===== src/rtl/text_glyph_pkg.sv =====
// Shared constants and types for the text-layer glyph writer.
// Glyph geometry, font ROM sizing and the writer FSM state type.
package text_glyph_pkg;

  localparam int GLYPH_W    = 8;
  localparam int GLYPH_H    = 8;
  localparam int FONT_CHARS = 128;
  localparam int FONT_AW    = $clog2(FONT_CHARS * GLYPH_H);

  typedef enum logic [1:0] {
    ST_IDLE,
    ST_FETCH,
    ST_DRAW,
    ST_CLEAR
  } state_t;

  // Codes above the 7-bit font range draw the blank glyph of code 0x00.
  function automatic logic [6:0] render_code(input logic [7:0] code);
    return code[7] ? 7'd0 : code[6:0];
  endfunction

endpackage


===== src/rtl/text_glyph_writer_if.sv =====
// Request and pixel-write port bundle of the text glyph writer.
// Requester owns the master side, the writer owns the slave side.
interface text_glyph_writer_if
  import text_glyph_pkg::*;
#(
  parameter int X_LIMIT = 240,
  parameter int Y_LIMIT = 240
);
  localparam int COL_W  = $clog2(X_LIMIT / GLYPH_W);
  localparam int ROW_W  = $clog2(Y_LIMIT / GLYPH_H);
  localparam int ADDR_W = $clog2(X_LIMIT) + $clog2(Y_LIMIT);

  // Valid/ready: a request transfers on the rising CLK edge where CHAR_VALID
  // and CHAR_READY are both high; the requester keeps CHAR_CODE/COL/ROW stable
  // from raising CHAR_VALID until that edge and may not withdraw it before.
  logic [7:0]        CHAR_CODE;
  logic [COL_W-1:0]  CHAR_COL;
  logic [ROW_W-1:0]  CHAR_ROW;
  logic              CHAR_VALID;
  logic              CHAR_READY;
  logic              CLEAR_REQ;
  logic [ADDR_W-1:0] WRITE_ROM_ADDRESS;
  logic              WRITE_ROM_DATA;
  logic              WRITE_ROM;
  logic              OOB_DROP;

  modport master (
    output CHAR_CODE, CHAR_COL, CHAR_ROW, CHAR_VALID, CLEAR_REQ,
    input  CHAR_READY, WRITE_ROM_ADDRESS, WRITE_ROM_DATA, WRITE_ROM, OOB_DROP
  );

  modport slave (
    input  CHAR_CODE, CHAR_COL, CHAR_ROW, CHAR_VALID, CLEAR_REQ,
    output CHAR_READY, WRITE_ROM_ADDRESS, WRITE_ROM_DATA, WRITE_ROM, OOB_DROP
  );

endinterface


===== src/rtl/font_rom_8x8.sv =====
// 1024 x 8 glyph ROM, synchronous read with one cycle of latency.
// Address is {code[6:0], glyph_row}; codes without a resident glyph read blank.
module font_rom_8x8
  import text_glyph_pkg::*;
(
  input  logic               CLK,
  input  logic [FONT_AW-1:0] addr,
  output logic [GLYPH_W-1:0] data
);

  function automatic logic [GLYPH_W-1:0] glyph_line(input logic [FONT_AW-1:0] a);
    glyph_line = '0;
    case (a[FONT_AW-1:3])
      7'h01: glyph_line = a[0] ? 8'h55 : 8'hAA;
      7'h30: begin
        case (a[2:0])
          3'd0: glyph_line = 8'h3C;
          3'd1: glyph_line = 8'h66;
          3'd2: glyph_line = 8'h6E;
          3'd3: glyph_line = 8'h76;
          3'd4: glyph_line = 8'h66;
          3'd5: glyph_line = 8'h66;
          3'd6: glyph_line = 8'h3C;
          default: glyph_line = 8'h00;
        endcase
      end
      7'h41: begin
        case (a[2:0])
          3'd0: glyph_line = 8'h18;
          3'd1: glyph_line = 8'h3C;
          3'd2: glyph_line = 8'h66;
          3'd3: glyph_line = 8'h66;
          3'd4: glyph_line = 8'h7E;
          3'd5: glyph_line = 8'h66;
          3'd6: glyph_line = 8'h66;
          default: glyph_line = 8'h00;
        endcase
      end
      7'h7F: glyph_line = 8'hFF;
      default: glyph_line = 8'h00;
    endcase
  endfunction

  always_ff @(posedge CLK) begin
    data <= glyph_line(addr);
  end

endmodule


===== src/rtl/text_glyph_writer.sv =====
// Draws 8x8 glyphs into the 1-bit text layer one pixel per cycle and
// zero-fills the whole layer on request; all outputs are registered.
module text_glyph_writer
  import text_glyph_pkg::*;
#(
  parameter int X_LIMIT = 240,
  parameter int Y_LIMIT = 240
) (
  input  logic                CLK,
  input  logic                RESET,
  text_glyph_writer_if.slave  bus,
  output state_t              dbg_state
);

  localparam int COLS   = X_LIMIT / GLYPH_W;
  localparam int ROWS   = Y_LIMIT / GLYPH_H;
  localparam int ADDR_W = $clog2(X_LIMIT) + $clog2(Y_LIMIT);
  localparam logic [ADDR_W-1:0] LAST_PIXEL = ADDR_W'(X_LIMIT * Y_LIMIT - 1);
  localparam logic [ADDR_W-1:0] LINE_STEP  = ADDR_W'(X_LIMIT);
  localparam logic [ADDR_W-1:0] CELL_STEP  = ADDR_W'(GLYPH_H * X_LIMIT);

  state_t              state;
  logic [6:0]          code_q;
  logic [2:0]          glyph_row;
  logic [2:0]          bit_idx;
  logic [ADDR_W-1:0]   row_base;
  logic [ADDR_W-1:0]   col_base;
  logic [ADDR_W-1:0]   clr_addr;
  logic                clear_pend;
  logic                ready_q;
  logic                wr_q;
  logic                wr_data_q;
  logic [ADDR_W-1:0]   wr_addr_q;
  logic                oob_q;
  logic [GLYPH_W-1:0]  font_row;
  logic                req_oob;

  assign req_oob = (int'(bus.CHAR_COL) >= COLS) || (int'(bus.CHAR_ROW) >= ROWS);

  font_rom_8x8 u_font (
    .CLK  (CLK),
    .addr ({code_q, glyph_row}),
    .data (font_row)
  );

  always_ff @(posedge CLK or posedge RESET) begin
    if (RESET) begin
      state      <= ST_IDLE;
      code_q     <= '0;
      glyph_row  <= '0;
      bit_idx    <= '0;
      row_base   <= '0;
      col_base   <= '0;
      clr_addr   <= '0;
      clear_pend <= 1'b0;
      ready_q    <= 1'b0;
      wr_q       <= 1'b0;
      wr_data_q  <= 1'b0;
      wr_addr_q  <= '0;
      oob_q      <= 1'b0;
    end else begin
      wr_q      <= 1'b0;
      wr_data_q <= 1'b0;
      oob_q     <= 1'b0;
      case (state)
        ST_IDLE: begin
          // A pending or same-cycle clear wins over a waiting character.
          if (clear_pend || bus.CLEAR_REQ) begin
            clear_pend <= 1'b0;
            ready_q    <= 1'b0;
            clr_addr   <= '0;
            state      <= ST_CLEAR;
          end else if (ready_q && bus.CHAR_VALID) begin
            ready_q   <= 1'b0;
            code_q    <= render_code(bus.CHAR_CODE);
            col_base  <= ADDR_W'({bus.CHAR_COL, 3'b000});
            row_base  <= ADDR_W'(bus.CHAR_ROW) * CELL_STEP;
            glyph_row <= '0;
            bit_idx   <= '0;
            if (req_oob) oob_q <= 1'b1;
            else         state <= ST_FETCH;
          end else begin
            ready_q <= 1'b1;
          end
        end
        ST_FETCH: begin
          state <= ST_DRAW;
        end
        ST_DRAW: begin
          wr_q      <= 1'b1;
          wr_data_q <= font_row[3'd7 - bit_idx];
          wr_addr_q <= row_base + col_base + ADDR_W'(bit_idx);
          bit_idx   <= bit_idx + 3'd1;
          if (bit_idx == 3'd7) begin
            if (glyph_row == 3'd7) begin
              state <= ST_IDLE;
            end else begin
              glyph_row <= glyph_row + 3'd1;
              row_base  <= row_base + LINE_STEP;
              state     <= ST_FETCH;
            end
          end
        end
        ST_CLEAR: begin
          wr_q      <= 1'b1;
          wr_addr_q <= clr_addr;
          clr_addr  <= clr_addr + 1'b1;
          if (clr_addr == LAST_PIXEL) state <= ST_IDLE;
        end
        default: state <= ST_IDLE;
      endcase
      if (bus.CLEAR_REQ && state != ST_IDLE) clear_pend <= 1'b1;
    end
  end

  assign bus.CHAR_READY        = ready_q;
  assign bus.WRITE_ROM         = wr_q;
  assign bus.WRITE_ROM_DATA    = wr_data_q;
  assign bus.WRITE_ROM_ADDRESS = wr_addr_q;
  assign bus.OOB_DROP          = oob_q;
  assign dbg_state             = state;

endmodule


===== src/flat_wrapper.sv =====
// flat-port wrapper written by rule: the top's interface ports become plain ports
module text_glyph_writer_flat import text_glyph_pkg::*;
#(
  parameter int X_LIMIT = 240,
  parameter int Y_LIMIT = 240
)
  (CLK, RESET, dbg_state, bus_CHAR_CODE, bus_CHAR_COL, bus_CHAR_ROW, bus_CHAR_VALID, bus_CLEAR_REQ, bus_CHAR_READY, bus_WRITE_ROM_ADDRESS, bus_WRITE_ROM_DATA, bus_WRITE_ROM, bus_OOB_DROP);
  text_glyph_writer_if #(.X_LIMIT(X_LIMIT), .Y_LIMIT(Y_LIMIT)) bus_i ();
  input  logic CLK;
  input  logic RESET;
  output state_t dbg_state;
  input wire logic [$bits(bus_i.CHAR_CODE)-1:0] bus_CHAR_CODE;
  input wire logic [$bits(bus_i.CHAR_COL)-1:0] bus_CHAR_COL;
  input wire logic [$bits(bus_i.CHAR_ROW)-1:0] bus_CHAR_ROW;
  input wire logic [$bits(bus_i.CHAR_VALID)-1:0] bus_CHAR_VALID;
  input wire logic [$bits(bus_i.CLEAR_REQ)-1:0] bus_CLEAR_REQ;
  output wire logic [$bits(bus_i.CHAR_READY)-1:0] bus_CHAR_READY;
  output wire logic [$bits(bus_i.WRITE_ROM_ADDRESS)-1:0] bus_WRITE_ROM_ADDRESS;
  output wire logic [$bits(bus_i.WRITE_ROM_DATA)-1:0] bus_WRITE_ROM_DATA;
  output wire logic [$bits(bus_i.WRITE_ROM)-1:0] bus_WRITE_ROM;
  output wire logic [$bits(bus_i.OOB_DROP)-1:0] bus_OOB_DROP;
  assign bus_i.CHAR_CODE = bus_CHAR_CODE;
  assign bus_i.CHAR_COL = bus_CHAR_COL;
  assign bus_i.CHAR_ROW = bus_CHAR_ROW;
  assign bus_i.CHAR_VALID = bus_CHAR_VALID;
  assign bus_i.CLEAR_REQ = bus_CLEAR_REQ;
  assign bus_CHAR_READY = bus_i.CHAR_READY;
  assign bus_WRITE_ROM_ADDRESS = bus_i.WRITE_ROM_ADDRESS;
  assign bus_WRITE_ROM_DATA = bus_i.WRITE_ROM_DATA;
  assign bus_WRITE_ROM = bus_i.WRITE_ROM;
  assign bus_OOB_DROP = bus_i.OOB_DROP;
  text_glyph_writer #(.X_LIMIT(X_LIMIT), .Y_LIMIT(Y_LIMIT)) u_core (.CLK(CLK), .RESET(RESET), .bus(bus_i), .dbg_state(dbg_state));
endmodule

===== config.mk =====
export PLATFORM = sky130hd
export DESIGN_NAME = text_glyph_writer_flat
export DESIGN_NICKNAME = d
export VERILOG_FILES = /design/src/rtl/text_glyph_pkg.sv /design/src/rtl/text_glyph_writer_if.sv /design/src/rtl/font_rom_8x8.sv /design/src/rtl/text_glyph_writer.sv /design/src/flat_wrapper.sv
export SDC_FILE = /design/constraint.sdc
export NUM_CORES = 1
export LEC_CHECK = 0
export ABC_AREA = 1
export BUFFER_PORTS_ARGS = -buffer_cell sky130_fd_sc_hd__buf_2
export CAP_MARGIN = 0
export CORE_ASPECT_RATIO = 2
export CORE_MARGIN = 2
export CORE_UTILIZATION = 50
export CTS_BUF_LIST = sky130_fd_sc_hd__clkbuf_4 sky130_fd_sc_hd__clkbuf_8
export DETAILED_ROUTE_END_ITERATION = 7
export PLACE_DENSITY = 0.69
export SLEW_MARGIN = 20
export SYNTH_ARGS = -nofsm -noshare
export SYNTH_HDL_FRONTEND = slang
export SYNTH_SLANG_ARGS = --single-unit

===== constraint.sdc =====
create_clock -name CLK -period 6.5 [get_ports CLK]
set_clock_uncertainty 0.15 [all_clocks]
set_input_delay 1.3 -clock CLK [delete_from_list [all_inputs] [get_ports CLK]]
set_output_delay 1.3 -clock CLK [all_outputs]
set_load 0.05 [all_outputs]

# [Word level (Yosys, flattened, before mapping)]
# Index checks and enable logic that the tools add are counted.
[classes] addsub=7 n_mul=1 order_cmp=3 eq_ne=24 n_mux=39 bitwise_logic=1 n_reduce_logical=22
[ops] operator="one-hot mux 16 bit (2 select lines)" count=3
[ops] operator="2-to-1 mux 16 bit" count=5
[ops] operator="one-hot mux 7 bit (4 select lines)" count=2
[ops] operator="one-hot mux 8 bit (4 select lines)" count=1
[ops] operator="adder 16 x 1 -> 16 bit, second input constant" count=1
[ops] operator="adder 16 x 3 -> 16 bit" count=1
[ops] operator="adder 16 x 8 -> 16 bit" count=1
[ops] operator="adder 16 x 8 -> 16 bit, second input constant" count=1
[ops] operator="equality test 16 bit, second input constant" count=1
[ops] operator="equality test 3 bit, second input constant" count=5
[ops] operator="equality test 7 bit, second input constant" count=2
[ops] operator="2-to-1 mux 1 bit" count=13
[ops] operator="2-to-1 mux 3 bit" count=4
[ops] operator="one-hot mux 3 bit (2 select lines)" count=2
[ops] operator="nonzero test 2 bit" count=6
[ops] operator=">= comparator 5 bit, second input constant" count=2
[ops] operator="2-to-1 mux 2 bit" count=5
[ops] operator="multiplier 5 x 4 -> 9 bit, second input constant" count=1
[ops] operator="2-to-1 mux 8 bit" count=1
[ops] operator="!= test 2 x 1 -> 1 bit, second input constant" count=4
[ops] operator="one-hot mux 2 bit (4 select lines)" count=1
[ops] operator="equality test 7 x 1 -> 1 bit, second input constant" count=1
[ops] operator="equality test 7 x 6 -> 1 bit, second input constant" count=1
[ops] operator="2-to-1 mux 7 bit" count=1
[ops] operator="other kinds (23)" count=32
[totals] regBits=81 in_bits=22

# [Depth between registers and ports, before layout]
# Gate-level depths: netlist (run 1).
[logic_depth] word_depth=6 mapped_depth=14

# [Modules after synthesis]
# From an unflattened synthesis (run 1), not the netlist that was laid out.
[hier_totals] hier_cells=633 area_unflattened_um2=4725.8
[by_module_without_submodules] module="text_glyph_writer" instances=1 cells_per_inst=571 area_per_inst_um2=4307.9 seq_area_each_um2=1726.7
[by_module_without_submodules] module="font_rom_8x8" instances=1 cells_per_inst=62 area_per_inst_um2=417.9 seq_area_each_um2=160.2

# [Worst setup path before layout (run 1)]
# OpenSTA, ideal clock, no wires.
[synth_timing] path_kind="input to register" startpoint="in bus_CHAR_ROW[2]" endpoint="reg u_core.row_base[14]" arrival_time_ns=3.294 required_time_ns=6.233 setup_slack_ns=2.939 stages=12 path_buffers=0 cell_sequence="inv_1 -> fa_1 -> fa_1 -> inv_1 -> ha_1 -> nand2_1 -> nor3_1 -> nor2_1 -> nor2_1 -> nor2_1 -> nor2_1 -> nor2_1"
[synth_between] elab_chain_cells=4
[synth_rtl] item="from (decl)" line="flat_wrapper.sv:14" rtl="input wire logic [$bits(bus_i.CHAR_ROW)-1:0] bus_CHAR_ROW;"
[synth_rtl] item="multiplier 5 x 4 -> 9 bit" line="text_glyph_writer.sv:77" rtl="row_base <= ADDR_W'(bus.CHAR_ROW) * CELL_STEP;"
[synth_rtl] item="2-to-1 mux 16 bit" line="text_glyph_writer.sv:73" rtl="end else if (ready_q && bus.CHAR_VALID) begin"
[synth_rtl] item="2-to-1 mux 16 bit" line="text_glyph_writer.sv:68" rtl="if (clear_pend || bus.CLEAR_REQ) begin"
[synth_rtl] item="one-hot mux 16 bit (2 select lines)" line="text_glyph_writer.sv:65" rtl="case (state)"
[synth_rtl] item="to (signal assigned)" line="text_glyph_writer.sv:77"
[synth_rtl] item="to (signal assigned)" line="text_glyph_writer.sv:99" rtl="row_base <= row_base + LINE_STEP;"
[synth_rtl] item="to (decl)" line="text_glyph_writer.sv:26" rtl="logic [ADDR_W-1:0] row_base;"
# No other way between the ends. The select of a mux whose other input is x is not followed.
# A chain may end at the register's enable or synchronous reset.

# [Final worst setup path (run 1)]
# Ends and elaborated chain as after synthesis.

==> impl_metrics.tcl, run 1 <==
set metrics [dict create \
    p_switching_uw 245 \
    reg2reg_from "u_core.dbg_state[1]" \
    ant_nets 0 \
    syn_nets 687 \
    cp-end-kind "flip-flop" \
    hold_path_depth 2 \
    met3_usage 0.0388 \
    cts-hold-fix-buffers 0 \
    p_per_area_nw_per_um2 187 \
    cts.sinks 77 \
    fin_tns_setup_ps 0 \
    start_kind "input pin" \
    cts_tree "yes" \
    r2r_setup_slack_ps 4400 \
    ys_seq_area_frac 0.391 \
    p_leak_nw 2.71 \
    root_buffer "clkbuf_8" \
    p_comb_frac 0.103 \
    num_vias 4255 \
    worst_pin_slew_ps 881 \
    whs_ps 350 \
    post-cts-setup-buffers 0 \
    core_um2 9380 \
    clock_path_buffers 2 \
    diodes 0 \
    layout_commonest_cell "nand2_1" \
    die_w_um 73.5 \
    drt-total-wl_um 11100 \
    worstPathRequired_ps 6600 \
    max-cap-violations 0 \
    grt_max_degree 70 \
    r2r_end "u_core.row_base[7]" \
    hp-class "flip-flop to flip-flop" \
    arrival_ps 3610 \
    ys_warn_count 0 \
    dieArea_um2 10500 \
    worstHoldEndpoint "u_core.bus.WRITE_ROM_ADDRESS[5]" \
    post-route-period-util 0.541 \
    slew-limit-headroom 0.413 \
    num_io_pins 44 \
    pwr-share-seq 0.481 \
    grt_usage 0.231 \
    p_sw_frac 0.247 \
    stdcell_count 777 \
    ff2ff_path_depth 7 \
    die_h_um 143 \
    dp_cells 761 \
    synth_area_um2 4830 \
    use_met1 0.247 \
    netlist_instances 628 \
    area_growth_pct 9.87 \
    setup_violations 0 \
    hold_start "u_core.bus.WRITE_ROM_ADDRESS[5]" \
    row_count 50 \
    min_period_ps 3510 \
    wl_per_cell_um 14.3 \
    dp_hpwl_um 8540 \
    intPower_uw 749 \
    vdd_drop_max_uv 86.8 \
    clkTransAtPathRegs_ps 70 \
    start_util 0.515 \
    synth_cell_types 41 \
    fmax_mhz 284 \
    drive_above_1_share 0.120 \
    drt-vias-per-instance 5.48 \
    drtIter0Drc 207 \
    rsz0062_at_grt "false" \
    total_power_uw 994 \
    final_nets 727 \
    worstPathMaxFanout 5 \
    ctsResizeCount 0 \
    final_cell_mix "nand2_1, inv_1, dfrtp_1" \
    hold_violations 0 \
    antenna_found_initial 0 \
    dr.pass1.iters 5 \
    grt.overflow.total 0 \
    top_usage_layer "met2" \
    finalMaxSlewViolations 0 \
    grtUsageMet2 0.421 \
    crit_type "input pin to flip-flop" \
    clkPwrFrac 0.416 \
    avgSynthCellArea_um2 7.69 \
    clk_latency_ps 360 \
    drcViolationCount 0 \
    grt_pass1_wl_um 18800 \
    status "finished clean" \
    gp_congestion 0.947 \
    cts_buffers 9 \
    htreeDepth 3 \
    grt_pass1_vias 4141 \
    ys_ff_latch 77 \
    numPortBuffers 43 \
]
==> critical path, cell delays in order <==
cell and delay [ps]:
buf_2 130, inv_1 160, fa_1 470, fa_1 510
inv_1 40, ha_1 370, nand2_1 100, nor3_1 180
nor2_1 80, nor2_1 80, nor2_1 50, nor2_1 80
nor2_1 40
==> metal layers <==
metal  wire, µm  part of all wire
met5          0                 0
met4        390             0.035
met3        245             0.022
met2       6180              0.56
met1       4270              0.38
==> cells by family (layout without fill, tap and decap cells) <==
group	count (synthesis)	in the layout	synth area share
AO/OA/AOI/OAI	98	98	0.118
flip-flops	77	77	0.391
adder cells (fa/ha/maj)	37	37	0.107
XOR/XNOR	4	4	0.00726
buffers and inverters	107	152	0.0930
AND/OR/NAND/NOR	305	305	0.284
==> worst max-delay path by stage <==
stage | from | to | cells after the start
6_report | bus_CHAR_ROW[2] | u_core.row_base[14] | 13
5_1_grt | bus_CHAR_ROW[2] | u_core.row_base[14] | 15
4_1_cts | bus_CHAR_ROW[2] | u_core.row_base[14] | 13
3_5_place_dp | bus_CHAR_ROW[2] | u_core.row_base[14] | 13
3_3_place_gp | bus_CHAR_ROW[2] | u_core.row_base[14] | 13
2_1_floorplan | bus_CHAR_ROW[2] | u_core.row_base[14] | 12
==> flip-flops by register name (all words and copies together), names as in the netlist, 2 cells and up <==
| register | flops |
|---|---|
| u_core.row_base | 12 |
| u_core.col_base | 5 |
| u_core.glyph_row | 3 |
| u_core.code_q | 7 |
| u_core.clr_addr | 16 |
| u_core.u_font.data | 8 |
| u_core.bus.WRITE_ROM_ADDRESS | 16 |
| u_core.dbg_state | 2 |
| u_core.bit_idx | 3 |
==> power groups by stage <==
stage	combinational (mW)	sequential, mW	clock (mW)
after global placement	0.102	0.487	0
after CTS	0.105	0.478	0.422
after global routing	0.120	0.478	0.442
final	0.103	0.478	0.414
after detailed placement	0.104	0.487	0
after floorplan	0.0740	0.488	0
==> through the flow <==
step                      setup slack (ps)  cell area, µm²  utilization
final                                 2990            5310        0.565
after global routing                  2780            5310        0.565
after CTS                             2990            5310        0.565
after detailed placement              2620            5080        0.541
after global placement                2690            5080        0.541
after floorplan                       2940            4830            -
==> area by class of cell <==
type	count	area, µm²
fillers	899	4080
well taps	104	130
multi-input cells	444	2490
repair buffers	44	223
flip-flops and latches	77	1890
clock inverters	5	82.6
inverters	92	345
clock buffers	11	145
==> Yosys cell counts (all sizes together) <==
cell	number	area (µm²)
nand2	156	606
inv	92	345
dfrtp	69	1730
nand3	68	353
nor2	51	233
o21ai	47	235
ha	30	375
a21oi	24	131
nand4	17	106
buf	10	82.6
nor3	10	55.1
dfxtp	8	160
fa	7	140
o211ai	7	52.6
clkbuf	5	21.3
o22ai	5	31.3
o21a	4	30.0
o221ai	4	35.0
nand3b	2	15.0
o31ai	2	15.0
xnor2	2	17.5
xor2	2	17.5
a211oi	1	7.51
a21o	1	7.51
a221o	1	10.0
a31oi	1	6.26
o21bai	1	7.51
or2	1	6.26
No activity file was read; power rests on OpenSTA's default activity.
==> inputs of run 2 (changes only) <==
- ABC_AREA: 1 -> 0
- clock period: 6.5 -> 3.4 ns (I/O delays scaled with it)
==> run 2 against run 1 <==
Against the previous run:
- clock power up 110%
- die area down 5.2%
- first-iteration DRC count up 8.7%
- final cell count down 17%
- clock-buffer cell count unchanged
- critical endpoint is now u_core.row_base[15]
- largest cell class unchanged
- largest power group is now combinational cells
- highest routed layer unchanged
==> impl_metrics.tcl, run 2 <==
set metrics [dict create \
    cts_tree "yes" \
    post-cts-setup-buffers 0 \
    hold_violations 0 \
    post_dp_cell_area_um2 4910 \
    num_io_pins 44 \
    synth_area_um2 4570 \
    grt_pass1_vias 3794 \
    ys_seq_area_frac 0.413 \
    grt_max_degree 36 \
    fin_tns_setup_ps 0 \
    grt_usage 0.227 \
    die_w_um 71.6 \
    grt_pass1_wl_um 17700 \
    cts-hold-fix-buffers 0 \
    die_h_um 139 \
    worst_pin_slew_ps 784 \
    start_kind "input pin" \
    clkTransAtPathRegs_ps 80 \
    status "finished clean" \
    row_count 49 \
    path_cells "buf_2 > inv_1 > fa_1 > fa_1 > inv_1 > ha_1 > nor2b_1 > o311ai_0 > a21oi_1 > xnor2_1 > o211ai_1" \
    dr.pass1.iters 4 \
    layout_commonest_cell "dfrtp_1" \
    synthXorXnorAreaFrac 0.0288 \
    crit_family "adder cells" \
    nFillCells 809 \
    cts.sinks 77 \
    p_leak_nw 2.41 \
    setup_violations 0 \
    fmax_mhz 323 \
    min_period_ps 3100 \
    design_area_um2 5160 \
    synthFlopType "dfrtp_1" \
    rsz0062_at_grt "false" \
    syn_nets 551 \
    final_nets 595 \
    worstPathRequired_ps 3470 \
    gp_congestion 0.868 \
    finalMaxSlewViolations 0 \
    num_vias 3750 \
    synth_edf_count 0 \
    dieArea_um2 9970 \
    slew-limit-headroom 0.474 \
    cp-end-kind "flip-flop" \
    synth-simple-area-share 0.204 \
    drtIter0Drc 225 \
    setup_ws_ps 302 \
    synth_area_leader_cell "dfrtp_1" \
    post-route-period-util 0.911 \
    crit_type "input pin to flip-flop" \
    max-cap-violations 0 \
    grt.overflow.total 0 \
    core_um2 8950 \
    htreeDepth 3 \
    r2r_setup_slack_ps 980 \
    p_per_area_nw_per_um2 884 \
    crit_slowest_cell "fa_1" \
    diodes 0 \
    synth_top_family_by_area "simple AND/OR/NAND/NOR gates" \
    area_growth_pct 12.9 \
    avgSynthCellArea_um2 9.29 \
    yosysMostFrequentCell "dfrtp_1" \
    hp-class "input pin to async pin" \
    drcViolationCount 0 \
    arrival_ps 3170 \
    synth-async-reset-ratio 0.896 \
    cts_buffers 9 \
    utilization 0.576 \
    synthTopCellsByArea "dfrtp_1, ha_1, nand2_1" \
    vdd_drop_max_uv 339 \
    ant_nets 0 \
    root_buffer "clkbuf_8" \
    synth_fa_ha_area_frac 0.113 \
    synthMuxAreaShare 0.0430 \
    synth_cell_types 64 \
    clock_path_buffers 2 \
    drt-total-wl_um 10300 \
    drt-vias-per-instance 5.83 \
    netlist_instances 492 \
    whs_ps 311 \
    dp_slack_ps -58.0 \
    synth_top_area_frac 0.378 \
    drive_above_1_share 0.157 \
    start_util 0.510 \
    ys_warn_count 0 \
    cpPeakStageDelay_ps 510 \
    numPortBuffers 43 \
    dp_hpwl_um 7920 \
    wl_per_cell_um 16.0 \
    clk_latency_ps 360 \
    antenna_found_initial 0 \
    cp_num_buf_inv 3 \
    synth_commonest_cells "dfrtp_1, nand2_1, nor2_1" \
    ctsResizeCount 0 \
    ys_ff_latch 77 \
    synth_compound_area_frac 0.154 \
    final_cell_mix "dfrtp_1, nand2_1, buf_2" \
    worstPathMaxFanout 5 \
]
[run 2: cell type report]
cell class,instances,area [µm²],area share
Timing Repair Buffer,53,303,0.0587
Tap cell,102,128,0.0247
Clock inverter,5,108,0.0209
Inverter,29,109,0.0211
Multi-Input combinational cell,366,2480,0.481
Clock buffer,11,145,0.0281
Sequential cell,77,1890,0.366
[run 2: metrics by stage]
step                total power, mW  cells
floorplan                      3.17    492
global placement               3.64    627
detailed placement             3.71    627
CTS                            4.58    643
global route                   4.90    643
finish                         4.56    643
[run 2: worst paths after layout]
check                                    startpoint                         endpoint  cells after the start
worst max-delay path                bus_CHAR_ROW[1]              u_core.row_base[15]                     11
worst min-delay path                          RESET  u_core.bus.WRITE_ROM_ADDRESS[1]                      2
worst max register to register  u_core.dbg_state[0]               u_core.row_base[6]                      5
worst min register to register   u_core.col_base[5]               u_core.col_base[5]                      2
max in group asynchronous                     RESET             u_core.bus.WRITE_ROM                      3
min in group CLK                 u_core.col_base[5]               u_core.col_base[5]                      2
[run 2: per-layer routing]
metal,track usage,wire length (µm)
met5,0,0
met2,0.424,5920
met4,0.106,369
met1,0.234,3730
met3,0.0407,294
[run 2: where the power goes]
group / internal, mW / total (mW) / switching, mW
combinational: 0.791 / 2.16 / 1.37
sequential: 1.19 / 1.53 / 0.345
clock: 0.520 / 0.869 / 0.349
total: 2.50 / 4.56 / 2.06
[run 2: cells by family (layout without fill, tap and decap cells)]
logic type                 after synthesis  after routing
and+or+nand+nor                        182            182
DFF                                     77             77
buffers and inverters                   49             98
AOI/OAI and AO/OA                      115            115
xor gates and xnor gates                15             15
muxes                                   17             17
adders and majority gates               37             37
==> inputs of run 3 (changes only) <==
- CTS_BUF_LIST: sky130_fd_sc_hd__clkbuf_4 sky130_fd_sc_hd__clkbuf_8 -> not set
==> run 3 against run 2 <==
Against the previous run:
- worst setup slack worse by 22 ps
- hold slack gained 24 ps
- first-iteration DRC count is 15% lower
- critical path depth did not move
- sequential share of layout area down 0.58 points
- register-to-register slack improved by 20 ps
- sequential power barely moved
- utilization is 0.92 points higher
- non-clock buffer count unchanged
- global-route usage decreased by 0.17 points
- clock-buffer cell count up 3
- via count is 0.51% lower
==> impl_metrics.tcl, run 3 (synthesized netlist as in run 2, its figures left out) <==
set metrics [dict create \
    finalMaxSlewViolations 0 \
    worstPathMaxFanout 5 \
    post-route-period-util 0.918 \
    r2r_end "u_core.row_base[6]" \
    arrival_ps 3170 \
    cts-hold-fix-buffers 0 \
    clk_latency_ps 340 \
    dr.pass1.iters 4 \
    fmax_mhz 321 \
    dp_cells 627 \
    crit_type "input pin to flip-flop" \
    dieArea_um2 9970 \
    ctsResizeCount 0 \
    core_um2 8950 \
    drive_above_1_share 0.155 \
    max-cap-violations 0 \
    wl_per_cell_um 15.9 \
    numPortBuffers 43 \
    drt-total-wl_um 10200 \
    root_buffer "clkbuf_16" \
    cts_tree "yes" \
    worstPathRequired_ps 3450 \
    num_io_pins 44 \
    rsz0062_at_grt "false" \
    hold_violations 0 \
    die_h_um 139 \
    grt_usage 0.225 \
    crit_slowest_cell "fa_1" \
    crit_cells 11 \
    dp_hpwl_um 7920 \
    drcViolationCount 0 \
    fin_tns_setup_ps 0 \
    p_per_area_nw_per_um2 899 \
    slew-limit-headroom 0.465 \
    num_vias 3731 \
    stdcell_count 643 \
    worst_pin_slew_ps 797 \
    grt.overflow.total 0 \
    min_period_ps 3120 \
    status "finished clean" \
    r2r_setup_slack_ps 1000 \
    htreeDepth 3 \
    hp-class "input pin to async pin" \
    row_count 49 \
    vdd_drop_max_uv 358 \
    cp_num_buf_inv 3 \
    final_nets 595 \
    utilization 0.586 \
    path_cells "buf_2 > inv_1 > fa_1 > fa_1 > inv_1 > ha_1 > nor2b_1 > o311ai_0 > a21oi_1 > xnor2_1 > o211ai_1" \
    design_area_um2 5240 \
    clock_path_buffers 2 \
    grt_pass1_wl_um 17700 \
    ant_nets 0 \
    grt_max_degree 36 \
    final_cell_mix "dfrtp_1, nand2_1, buf_2" \
    clkTransAtPathRegs_ps 60 \
    diodes 0 \
    start_util 0.510 \
    gp_congestion 0.868 \
    ff2ff_path_depth 5 \
    cp-end-kind "flip-flop" \
    post_dp_cell_area_um2 4910 \
    start_kind "input pin" \
    grt_pass1_vias 3790 \
    layout_commonest_cell "dfrtp_1" \
    antenna_found_initial 0 \
    drtIter0Drc 192 \
    cts.sinks 77 \
    post-cts-setup-buffers 0 \
    area_growth_pct 14.7 \
    p_leak_nw 2.45 \
    drt-vias-per-instance 5.80 \
    cts_buffers 9 \
    crit_family "adder cells" \
    reg2reg_from "u_core.dbg_state[0]" \
    die_w_um 71.6 \
    setup_violations 0 \
    cpPeakStageDelay_ps 510 \
]
==> run 3: cell types whose count changed in the layout (fill, tap and decap cells not counted) <==
cell / delta
clkbuf_4: -1
bufinv_16: -3
clkbuf_16: +12
clkbuf_8: -9
clkbuf_1: +1
==> run 3: per-stage QoR <==
stage / power [mW] / hold WS (ps) / worst slack [ps]
finish: 4.71 / 335 / 280
global route: 5.06 / 375 / 117
CTS: 4.75 / 344 / 294
detailed placement: 3.71 / 329 / -58.0
global placement: 3.64 / 321 / 71.1
floorplan: 3.17 / 295 / 237
==> run 3: worst max path at each step <==
stage / from / endpoint / slack (ps)
2_1_floorplan: bus_CHAR_ROW[2] / u_core.row_base[15] / 240
5_1_grt: bus_CHAR_ROW[1] / u_core.row_base[15] / 120
3_3_place_gp: bus_CHAR_ROW[1] / u_core.row_base[15] / 70
4_1_cts: bus_CHAR_ROW[1] / u_core.row_base[15] / 290
3_5_place_dp: bus_CHAR_ROW[1] / u_core.row_base[15] / -60
6_report: bus_CHAR_ROW[1] / u_core.row_base[15] / 280
==> run 3: area by class of cell <==
cell class                 instances  area [µm²]
inverter                          29         109
clock inverter                     2        17.5
sequential                        77        1890
clock buffer                      14         318
timing repair buffer              53         303
multi-input combinational        366        2480
tap                              102         128
fill                             797        3710
==> run 3: where the power goes <==
| part | internal [mW] | switching (mW) | total (mW) |
|---|---|---|---|
| sequential | 1.19 | 0.342 | 1.53 |
| combinational | 0.791 | 1.36 | 2.16 |
| clock | 0.652 | 0.376 | 1.03 |
| total | 2.63 | 2.08 | 4.71 |
==> run 3: metal layers <==
metal,GRT usage,up-vias,wire length [µm]
li1,-,1814,-
met1,0.233,1810,3660
met2,0.425,87,5970
met3,0.0320,20,297
met4,0.107,0,315
met5,0,-,0
